File: config.mk
export PLATFORM = sky130hd
export DESIGN_NAME = output_ram_ctrl
export DESIGN_NICKNAME = d
export VERILOG_FILES = /design/src/rtl/outctrl_pkg.sv /design/src/rtl/output_addr_counter.sv /design/src/rtl/output_ram_ctrl.sv
export SDC_FILE = /design/constraint.sdc
export NUM_CORES = 1
export LEC_CHECK = 0
export ABC_CLOCK_PERIOD_IN_PS = 1200
export CAP_MARGIN = 20
export CORE_MARGIN = 2
export CORE_UTILIZATION = 36
export CTS_CLUSTER_DIAMETER = 120
export DETAILED_ROUTE_END_ITERATION = 6
export PLACE_DENSITY = 0.74
export SLEW_MARGIN = 20
export SYNTH_ARGS = -nofsm -noshare
export SYNTH_HDL_FRONTEND = slang
export SYNTH_SLANG_ARGS = --single-unit
File: constraint.sdc
create_clock -name clk -period 1.2 [get_ports clk]
set_clock_uncertainty 0.1 [all_clocks]
set_input_delay 0.12 -clock clk [delete_from_list [all_inputs] [get_ports clk]]
set_output_delay 0.12 -clock clk [all_outputs]
set_load 0.01 [all_outputs]
File: src/rtl/outctrl_pkg.sv
`default_nettype none
// ============================================================================
// Module   : outctrl_pkg
// Purpose  : Shared state encoding and default sizing for the output RAM
//            write sequencer (output_ram_ctrl) and its address counter.
// Revision : 1.0 - initial release
// ============================================================================
package outctrl_pkg;

  // Default sizing: result buses are 2*C_N bits, C_M results per job,
  // address is C_K+1 bits wide.
  localparam int C_N = 16;
  localparam int C_M = 8;
  localparam int C_K = 3;

  // Sequencer states, fixed 3-bit encoding.
  typedef enum logic [2:0] {
    ST_IDLE  = 3'd0,
    ST_CLEAR = 3'd1,
    ST_WRITE = 3'd2,
    ST_DRAIN = 3'd3,
    ST_FIN   = 3'd4
  } state_e;

endpackage : outctrl_pkg
`default_nettype wire

File: src/rtl/output_addr_counter.sv
`default_nettype none
// ============================================================================
// Module   : output_addr_counter
// Purpose  : (K+1)-bit result counter with synchronous clear, increment
//            enable and a terminal flag raised on the increment that moves
//            the count from M-1 to M.
// Revision : 1.0 - initial release
// ============================================================================
module output_addr_counter
  import outctrl_pkg::*;
#(
  parameter int M = C_M,
  parameter int K = C_K
) (
  input  logic       clk,
  input  logic       rst,
  input  logic       clear,
  input  logic       inc,
  output logic [K:0] count,
  output logic       last
);

  localparam logic [K:0] C_LAST = (K + 1)'(M - 1);

  logic [K:0] r_count;

  // Count accepted results; clear has priority over increment.
  always_ff @(posedge clk) begin
    if (rst || clear) begin
      r_count <= '0;
    end else if (inc) begin
      r_count <= r_count + 1'b1;
    end
  end

  assign count = r_count;
  assign last  = inc && (r_count == C_LAST);

endmodule : output_addr_counter
`default_nettype wire

File: src/rtl/output_ram_ctrl.sv
`default_nettype none
// ============================================================================
// Module   : output_ram_ctrl
// Purpose  : Write sequencer for the output result RAM. Clears the RAM at
//            job start, writes M results to 1-based addresses 1..M from a
//            valid/ready stream, then pulses done after the last write.
// Options  : OUTCTRL_ERR_EN - adds a sticky err output flagging protocol
//            misuse (start or res_valid while the job cannot take them).
// Revision : 1.0 - initial release
// ============================================================================
module output_ram_ctrl
  import outctrl_pkg::*;
#(
  parameter int N = C_N,
  parameter int M = C_M,
  parameter int K = C_K
) (
  input  logic           clk,
  input  logic           rst,
  input  logic           start,
  input  logic           res_valid,
  output logic           res_ready,
  input  logic [2*N-1:0] result_in,
  output logic [2*N-1:0] result,
  output logic [K:0]     addr,
  output logic           outRAMen,
  output logic           clr,
  output logic           done,
`ifdef OUTCTRL_ERR_EN
  output logic           err,
`endif
  output logic           busy
);

  state_e         r_state;
  state_e         w_next;
  logic           w_accept;
  logic [K:0]     w_cnt;
  logic           w_last;
  logic [2*N-1:0] r_result;
  logic [K:0]     r_addr;
  logic           r_wr_en;

  // Handshake is decoded from the state register only, never from res_valid.
  assign res_ready = (r_state == ST_WRITE);
  assign w_accept  = res_valid && res_ready;

  output_addr_counter #(
    .M (M),
    .K (K)
  ) u_cnt (
    .clk   (clk),
    .rst   (rst),
    .clear (r_state == ST_CLEAR),
    .inc   (w_accept),
    .count (w_cnt),
    .last  (w_last)
  );

  // State register.
  always_ff @(posedge clk) begin
    if (rst) begin
      r_state <= ST_IDLE;
    end else begin
      r_state <= w_next;
    end
  end

  // Next-state decode; the accept that reaches M hands over to DRAIN so the
  // final write is still presented while done waits one more cycle.
  always_comb begin
    w_next = r_state;
    case (r_state)
      ST_IDLE:  if (start) w_next = ST_CLEAR;
      ST_CLEAR: w_next = ST_WRITE;
      ST_WRITE: if (w_last) w_next = ST_DRAIN;
      ST_DRAIN: w_next = ST_FIN;
      ST_FIN:   w_next = ST_IDLE;
      default:  w_next = ST_IDLE;
    endcase
  end

  // RAM write port: one-cycle latency from accept; data/address hold
  // between accepts while the enable drops.
  always_ff @(posedge clk) begin
    if (rst) begin
      r_result <= '0;
      r_addr   <= '0;
      r_wr_en  <= 1'b0;
    end else begin
      r_wr_en <= w_accept;
      if (w_accept) begin
        r_result <= result_in;
        r_addr   <= w_cnt + 1'b1;
      end
    end
  end

  assign result   = r_result;
  assign addr     = r_addr;
  assign outRAMen = r_wr_en;
  assign clr      = (r_state == ST_CLEAR);
  assign done     = (r_state == ST_FIN);
  assign busy     = (r_state != ST_IDLE);

`ifdef OUTCTRL_ERR_EN
  logic r_err;

  // Sticky misuse flag; a new job (entry to CLEAR) starts it clean.
  always_ff @(posedge clk) begin
    if (rst) begin
      r_err <= 1'b0;
    end else if (w_next == ST_CLEAR) begin
      r_err <= 1'b0;
    end else if (busy && (start || (res_valid && (r_state != ST_WRITE)))) begin
      r_err <= 1'b1;
    end
  end

  assign err = r_err;
`endif

endmodule : output_ram_ctrl
`default_nettype wire

* Word-level counts from Yosys, hierarchy flattened
Cells that the tools add are included.
Word-level totals: logic and storage cells 22, output and inout bits 41, bits in registers 44
Operators by class: mux-type cells 3, equality and inequality tests 7, add/subtract/negate cells 1, reductions and logical operators 6
Operators with widths (count):
- case mux 3 bit (4 select lines) | 1
- equality test 3 x 2 -> 1 bit (second input constant) | 2
- 2-to-1 mux 3 bit | 2
- adder 4 x 1 -> 4 bit (second input constant) | 1
- equality test 4 x 3 -> 1 bit (second input constant) | 1
- equality test 3 x 1 -> 1 bit (second input constant) | 1
- equality test 3 bit (second input constant) | 1
- zero test 3 bit | 1
- nonzero test 3 bit | 1
- logical AND 1 bit | 2
- != test 2 x 1 -> 1 bit (second input constant) | 1
- != test 2 bit (second input constant) | 1
- AND reduction 2 bit | 1
- logical OR 1 bit | 1

* Logic depth before layout (Yosys ltp)
Gate-level depths: netlist (run 1).
word-level depth 5, gate-level depth with buffers 6, gate-level depth less buffers 4

* Hierarchy
A second synthesis (run 1) with hierarchy kept.
Second synthesis, totals: cells, all modules 193, area total of the unflattened synthesis 1702.9 sq um
Modules (own cells, without submodules):
- output_ram_ctrl | instances 1, area each 1492.7 sq um, sequential area each 800.8 sq um, cells each 175
- output_addr_counter | instances 1, area each 210.2 sq um, sequential area each 80.1 sq um, cells each 18

* Worst setup path before layout (run 1)
OpenSTA, ideal clock, no wires.
path kind register to register, from reg r_state[1], to reg u_cnt.r_count[2] (netlist: u_cnt.count[2]), data arrival time 1090 ps, library setup time 122 ps, stages on the path, launching flop included 5, required time 978 ps, path slack -111 ps, cell sequence dfxtp_1 > buf_4 > nor3b_1 > or2_2 > a21oi_1
Between the ends: cells in the longest elaborated chain, start to end 2, elaborated cells on any way between the ends 4, those cells by class eq/ne (2); reduce/logical (2)
RTL lines:
- start, declared | line output_ram_ctrl.sv:35 | state_e r_state;
- start signal, assigned | line output_ram_ctrl.sv:65 | r_state <= w_next;
- equality test 3 x 1 -> 1 bit
- named net clr | line output_ram_ctrl.sv:27 | output logic clr,
- logical OR 1 bit | line output_addr_counter.sv:29 | if (rst || clear) begin
- end signal, assigned | line output_addr_counter.sv:32 | r_count <= r_count + 1'b1;
- end, declared | line output_addr_counter.sv:25 | logic [K:0] r_count;
The timed path passes the listed nets, and every way through them passes these cells. A chain may end at the register's enable or synchronous reset.

* Worst setup path after layout (run 1)
from reg r_state[2], to reg u_cnt.r_count[2] (netlist: u_cnt.count[2])
Between the ends: cells in the longest elaborated chain, start to end 2, elaborated cells on any way between the ends 4, those cells by class eq/ne (2); reduce/logical (2)
RTL lines (line):
- equality test 3 x 2 -> 1 bit or equality test 3 x 1 -> 1 bit (tied branches) | output_ram_ctrl.sv:45, output_ram_ctrl.sv:54
- logical AND 1 bit or logical OR 1 bit (tied branches) | output_ram_ctrl.sv:46, output_addr_counter.sv:29
Several ways; a longest one is shown, not always the timed one.

==> metrics.yaml, run 1 <==
synth_top_family_by_area: "simple AND/OR/NAND/NOR gates"
p_int_mw: 2.26
cts_sinks: 44
grt_overflow: 0
root_buffer: "clkbuf_8"
layout-drive-gt1-share_pct: 26.0
rsz0062_at_grt: "yes"
dr.first_iter.drc_count: 55
leakagePower_nw: 1.20
tightest_slew_ps: 256
finalHoldViolations: 0
clk_pin_slew_ps: 80
ir_drop_uv: 524
holdCritPathClass: "in2reg"
max_stage_delay_ps: 380
drv_slew: 0
grt_max_degree: 21
rr_worst_depth: 4
drv_cap: 0
synth-compound-area-share_pct: 13.6
synthCells: 192
timing.final.crit_share_pct: 118
dr.pass1.iters: 4
setup_viol: 45
switching_share_pct: 22.7
drc: 0
cp-start-kind: "flop"
hpwlAfterDp_microns: 2690
total_power_mw: 2.92
powerDensity_nw_per_um2: 1040
drt-total-wl_microns: 4050
ctsHoldBuffers: 0
hold_slack_ps: 278
critical_path_arrival_ps: 1540
port_buffers: 76
cp_slowest_cell: "or3_1"
synth_xor_area_share_pct: 1.06
cp_cell_sequence: "buf_6 -> nand4bb_4 -> or3_1 -> a21oi_2"
path_class: "reg2reg"
synth_top_cell_by_area: "dfxtp_1"
utilization_pct: 64.0
crit_path_end_kind: "flop"
synthMuxAreaShare_pct: 0.607
grt_pass1_vias: 1454
yosysTopAreaCellShare_pct: 53.4
dpl_cell_area_sq_um: 2540
track_usage_pct: 15.3
cts_made_buffers: 5
synth_area_leaders: "dfxtp_1, nand2_1, a21oi_1"
ys_ff_latch: 44
critPathLaunch: "r_state[2]$_SDFFE_PP0P_"
wl_per_cell_microns: 12.0
final_cell_mix: "nand2_1, dfxtp_1, dlygate4sd2_1, clkdlybuf4s50_1, a21oi_1"
r2r_start: "r_state[2]$_SDFFE_PP0P_"
clk-insertion-delay-late_ps: 280
nets: 322
cts_tree: "yes"
critPathMaxFanout: 6
cp.depth: 4
cts_max_level: 2
final.min_clock_period_ps: 1420
rows: 24
min-delay-start: "result_in[8]"
core_area_sq_um: 4380
viasPerCell: 4.72
antenna_found_initial: 0
grt_pass1_wl_microns: 6330
power_frac_clock_pct: 33.2
crit_buf_inv: 1
place_congestion: 0.700
ios: 77
diodes: 0
required_ps: 1320
dieArea_sq_um: 5140
r2r_slack_ps: -220
num_vias: 1589
synth_nets: 229
synth_cell_types: 26
syn_area_per_cell_sq_um: 8.60
syn2layout_area_growth_pct: 70.0
synth_area_sq_um: 1650
cp_top_family: "simple AND/OR/NAND/NOR gates"
final_common_cell: "nand2_1"
ant_nets: 0
violations: "setup timing"
ys_warn_count: 0
timing.fmax_mhz: 707
holdPathEnd: "result[8]$_SDFFE_PP0P_"
yosys.area_share.simple_pct: 24.4
cts_buffer_depth: 2
maxSlewHeadroom_pct: 83.0
status: "finished, violations left"
layout_setup_ws_ps: -215
die_w_microns: 71.7
ys_seq_area_share_pct: 53.4
synthAdderAreaFrac_pct: 0.758
finalInstanceArea_sq_um: 2810
comb_power_share_pct: 14.6
hold-path-cell-count: 3
initial_utilization_pct: 37.6
tns_ps: -6420
p_seq_share_pct: 52.1
reg2reg_to: "u_cnt.count[2]$_SDFFE_PP0P_"
p_sw_mw: 0.663
die_height_microns: 71.7
[worst reg2reg max path, delay by kind of cell (launching register included)]
kind / cells / cell delay, ps
AO/OA/AOI/OAI: 1 / 160
flip-flops: 1 / 370
buffers and inverters: 1 / 110
AND/OR/NAND/NOR: 2 / 610
[metal layers]
layer / wire, microns / global-route usage, % / vias up / part of all wire [%]
met1: 1720 / 17.8 / 725 / 42
met3: 290 / 5.91 / 2 / 7.2
met2: 2030 / 27.0 / 47 / 50
li1: - / - / 815 / -
met4: 10 / 3.14 / 0 / 0.25
met5: 0 / 0 / - / 0
[flip-flops by register name, summed over array words and instances (netlist names)]
| signal | flops |
|---|---|
| addr | 4 |
| result | 32 |
| outRAMen | 1 |
| u_cnt.count | 4 |
| r_state | 3 |
[metrics by stage]
step | setup WS [ps] | std cells
finish | -215 | 337
global route | -263 | 337
CTS | -200 | 334
detailed placement | -372 | 324
global placement | -325 | 324
floorplan | -28.0 | 192
[cell type report]
class,count,area (sq um)
multi-input combinational,134,803
inverter,1,3.75
clock buffer,7,96.3
timing repair buffer,99,945
fill,385,1580
tap,52,65.1
sequential,44,892
[worst max path at each step]
stage,end
CTS,u_cnt.count[0]$_SDFFE_PP0P_
global route,u_cnt.count[2]$_SDFFE_PP0P_
global placement,addr[2]$_SDFFE_PP0P_
finish,u_cnt.count[2]$_SDFFE_PP0P_
detailed placement,addr[3]$_SDFFE_PP0P_
floorplan,result[10]$_SDFFE_PP0P_
[timing repair]
action | in CTS | in global routing
buffers inserted | 2 | 2
gates cloned | 2 | 1
pin swaps | 8 | 17
resized for setup | 71 | 39
setup endpoints to repair | 82 | 45
[cell usage after synthesis]
cell,count
a211oi_2,2
mux2i_1,1
nand2b_1,1
and4bb_1,1
and4b_1,1
nand3_1,1
buf_4,2
nor4_1,1
xor2_1,1
or2_2,1
buf_1,1
clkbuf_1,2
dfxtp_1,44
inv_1,1
nor3b_1,3
nor4bb_1,1
ha_1,1
buf_2,3
o21ai_0,2
nand2_1,69
nor2_1,5
a21oi_1,38
nand4bb_4,1
or3_1,3
xnor2_1,1
buf_6,5
[cell families (layout without fill, tap and decap cells)]
group / Yosys count / after routing
DFF: 44 / 44
xor gates and xnor gates: 2 / 2
muxes: 1 / 1
AOI/OAI and AO/OA: 42 / 42
and+or+nand+nor: 88 / 88
adders and majority gates: 1 / 1
buffers and inverters: 14 / 107
[power groups by stage]
stage,Clock [mW],Sequential (mW),Combinational [mW]
floorplan,0,1.57,0.141
global placement,0,1.56,0.398
detailed placement,0,1.56,0.402
CTS,1.01,1.52,0.391
global route,1.06,1.53,0.462
finish,0.971,1.52,0.427
Note: power is estimated with default switching activity, not from simulation.
==> run 2, diff against run 1 <==
--- a/config.mk
+++ b/config.mk
@@ -11,8 +11,9 @@
 export CORE_UTILIZATION = 36
 export CTS_CLUSTER_DIAMETER = 120
 export DETAILED_ROUTE_END_ITERATION = 6
+export HOLD_SLACK_MARGIN = 0.1
 export PLACE_DENSITY = 0.74
-export SLEW_MARGIN = 20
+export SLEW_MARGIN = 10
 export SYNTH_ARGS = -nofsm -noshare
 export SYNTH_HDL_FRONTEND = slang
 export SYNTH_SLANG_ARGS = --single-unit
==> results of run 2 <==
No change in the layout: final DEF, timing and power equal those of run 1.
==> run 3, diff against run 2 <==
--- a/config.mk
+++ b/config.mk
@@ -7,12 +7,11 @@
 export LEC_CHECK = 0
 export ABC_CLOCK_PERIOD_IN_PS = 1200
 export CAP_MARGIN = 20
-export CORE_MARGIN = 2
 export CORE_UTILIZATION = 36
 export CTS_CLUSTER_DIAMETER = 120
 export DETAILED_ROUTE_END_ITERATION = 6
 export HOLD_SLACK_MARGIN = 0.1
-export PLACE_DENSITY = 0.74
+export PLACE_DENSITY = 0.7
 export SLEW_MARGIN = 10
 export SYNTH_ARGS = -nofsm -noshare
 export SYNTH_HDL_FRONTEND = slang
==> run 3 against run 2 <==
Net effect: the run still ends with setup timing left; first-iteration DRC count increased by 7.3%; die area decreased by 5.5%; sequential power about the same; sequential cell count unchanged; cell count decreased by 0.59%; via count decreased by 0.63%; largest cell class unchanged.
==> metrics.yaml, run 3 (synthesis results as in run 1) <==
critPathMaxFanout: 17  # +11
ir_drop_uv: 829  # +58%
ios: 77  # unchanged
tightest_slew_ps: 254  # -1.94 ps
num_vias: 1579  # -0.63%
crit_path_end_kind: "flop"
layout_setup_ws_ps: -226  # -10.7 ps
die_height_microns: 69.7  # -2.8%
layout-drive-gt1-share_pct: 22.3  # -3.7 points
layoutNonFillerInstCount: 335  # -0.59%
placed_cells: 323  # -0.31%
final_common_cell: "nand2_1"
cts_tree: "yes"
die_w_microns: 69.7  # -2.8%
violations: "setup timing"
clk_pin_slew_ps: 80  # about the same
timing.final.crit_share_pct: 119  # +0.89 points
p_sw_mw: 0.668  # +0.75%
diodes: 0  # unchanged
setup_viol: 44  # -2.2%
r2r_slack_ps: -230  # about the same
root_buffer: "clkbuf_8"
utilization_pct: 63.1  # -0.88 points
regArea_sq_um: 895  # +0.28%
maxSlewHeadroom_pct: 83.1  # +0.13 points
cp_cell_sequence: "buf_6 -> and4bb_4 -> buf_12 -> nor2_1 -> a211oi_2"
switching_share_pct: 21.3  # -1.4 points
leakagePower_nw: 1.15  # -3.5%
p_int_mw: 2.47  # +9.4%
tns_ps: -6320  # +98.5 ps
rows: 24  # unchanged
grt_max_degree: 24  # +14%
viasPerCell: 4.71  # about the same
syn2layout_area_growth_pct: 67.6
comb_power_share_pct: 12.9  # -1.7 points
grt_pass1_wl_microns: 6600  # +4.4%
place_ws_ps: -388  # -15.7 ps
initial_utilization_pct: 37.6  # unchanged
nets: 319  # -0.93%
final_cell_mix: "nand2_1, dfxtp_1, dlygate4sd2_1, clkdlybuf4s50_1, a21oi_1"
clk-insertion-delay-late_ps: 280  # about the same
power_frac_clock_pct: 38.6  # +5.4 points
dr.first_iter.drc_count: 59  # +7.3%
cts_made_buffers: 5  # unchanged
track_usage_pct: 16.5  # +1.2 points
dieArea_sq_um: 4860  # -5.5%
drt-total-wl_microns: 4050  # about the same
crit_buf_inv: 2  # +1
grt_pass1_vias: 1491  # +2.5%
dr.pass1.iters: 4  # unchanged
rsz0062_at_grt: "yes"
timing.fmax_mhz: 701  # -0.75%
holdCritPathClass: "in2reg"
cts_buffer_depth: 2  # unchanged
port_buffers: 76  # unchanged
drv_slew: 0  # unchanged
hpwlAfterDp_microns: 2660  # -1.2%
drc: 0  # unchanged
path_class: "reg2reg"
cp_slowest_cell: "dfxtp_4"
finalHoldViolations: 0  # unchanged
critical_path_arrival_ps: 1540  # about the same
largest_reg_flops: 32  # unchanged
cts_max_level: 2  # unchanged
drv_cap: 0  # unchanged
ctsHoldBuffers: 0  # unchanged
powerDensity_nw_per_um2: 1130  # +9.0%
fillers: 419  # +8.8%
cp-start-kind: "flop"
final.min_clock_period_ps: 1430  # +10.7 ps
grt_overflow: 0  # unchanged
cts_sinks: 44  # unchanged
antenna_found_initial: 0  # unchanged
cp_top_family: "simple AND/OR/NAND/NOR gates"
ant_nets: 0  # unchanged
place_congestion: 0.697  # -0.44%
wl_per_cell_microns: 12.1  # +0.57%
required_ps: 1310  # about the same
hold_slack_ps: 274  # -4.28 ps
status: "finished, violations left"
multi_input_area_sq_um: 761  # -5.3%
max_stage_delay_ps: 370  # about the same
core_area_sq_um: 4380  # unchanged
p_seq_share_pct: 48.6  # -3.5 points
run 3: cell count changes in the layout (fill, tap and decap cells not counted), sizes merged:
cell	change
bufinv	+1
clkbuf	+1
buf	-4
run 3: layer usage:
metal,global-route usage (%),up-vias,part of all wire [%]
li1,-,812,-
met1,19.2,709,44
met2,29.2,54,49
met3,6.40,4,6.6
met4,2.67,0,0.27
met5,0,-,0
run 3: timing repair:
item / in CTS / in global routing
buffers inserted: 2 / 1
endpoints found under the setup margin: 82 / 46
gates cloned: 0 / 1
pin swaps: 3 / 1
gates resized for setup: 66 / 25
run 3: metrics by stage:
step	area (sq um)	total power, mW
after floorplan	1660	1.71
after global placement	2520	1.95
after detailed placement	2520	1.96
after CTS	2640	3.15
after global routing	2770	3.28
final	2770	3.14
run 3: power groups by stage:
| stage | combinational (mW) | sequential [mW] | clock, mW |
|---|---|---|---|
| detailed placement | 0.394 | 1.56 | 0 |
| global placement | 0.392 | 1.56 | 0 |
| CTS | 0.373 | 1.52 | 1.25 |
| floorplan | 0.141 | 1.57 | 0 |
| finish | 0.404 | 1.52 | 1.21 |
| global route | 0.439 | 1.53 | 1.31 |
run 3: final cells by class:
class	count	area share [%]
flip-flops and latches	44	32.3
multi-input cells	134	27.5
clock buffers	7	3.48
repair buffers	96	33.1
well taps	52	2.35
inverters	1	0.136
clock inverters	1	1.09
run 3: worst min-delay path, cell delays in order:
cell and delay [ps]:
clkdlybuf4s50_1 400, nand2_1 60, a21oi_1 50
run 3: worst paths after layout:
| kind | startpoint | end | cells after the start |
|---|---|---|---|
| hold / removal | result_in[8] | result[8]$_SDFFE_PP0P_ | 3 |
| setup / recovery | r_state[2]$_SDFFE_PP0P_ | addr[2]$_SDFFE_PP0P_ | 5 |
| setup reg to reg | r_state[2]$_SDFFE_PP0P_ | addr[2]$_SDFFE_PP0P_ | 5 |
| hold reg to reg | result[8]$_SDFFE_PP0P_ | result[8]$_SDFFE_PP0P_ | 2 |
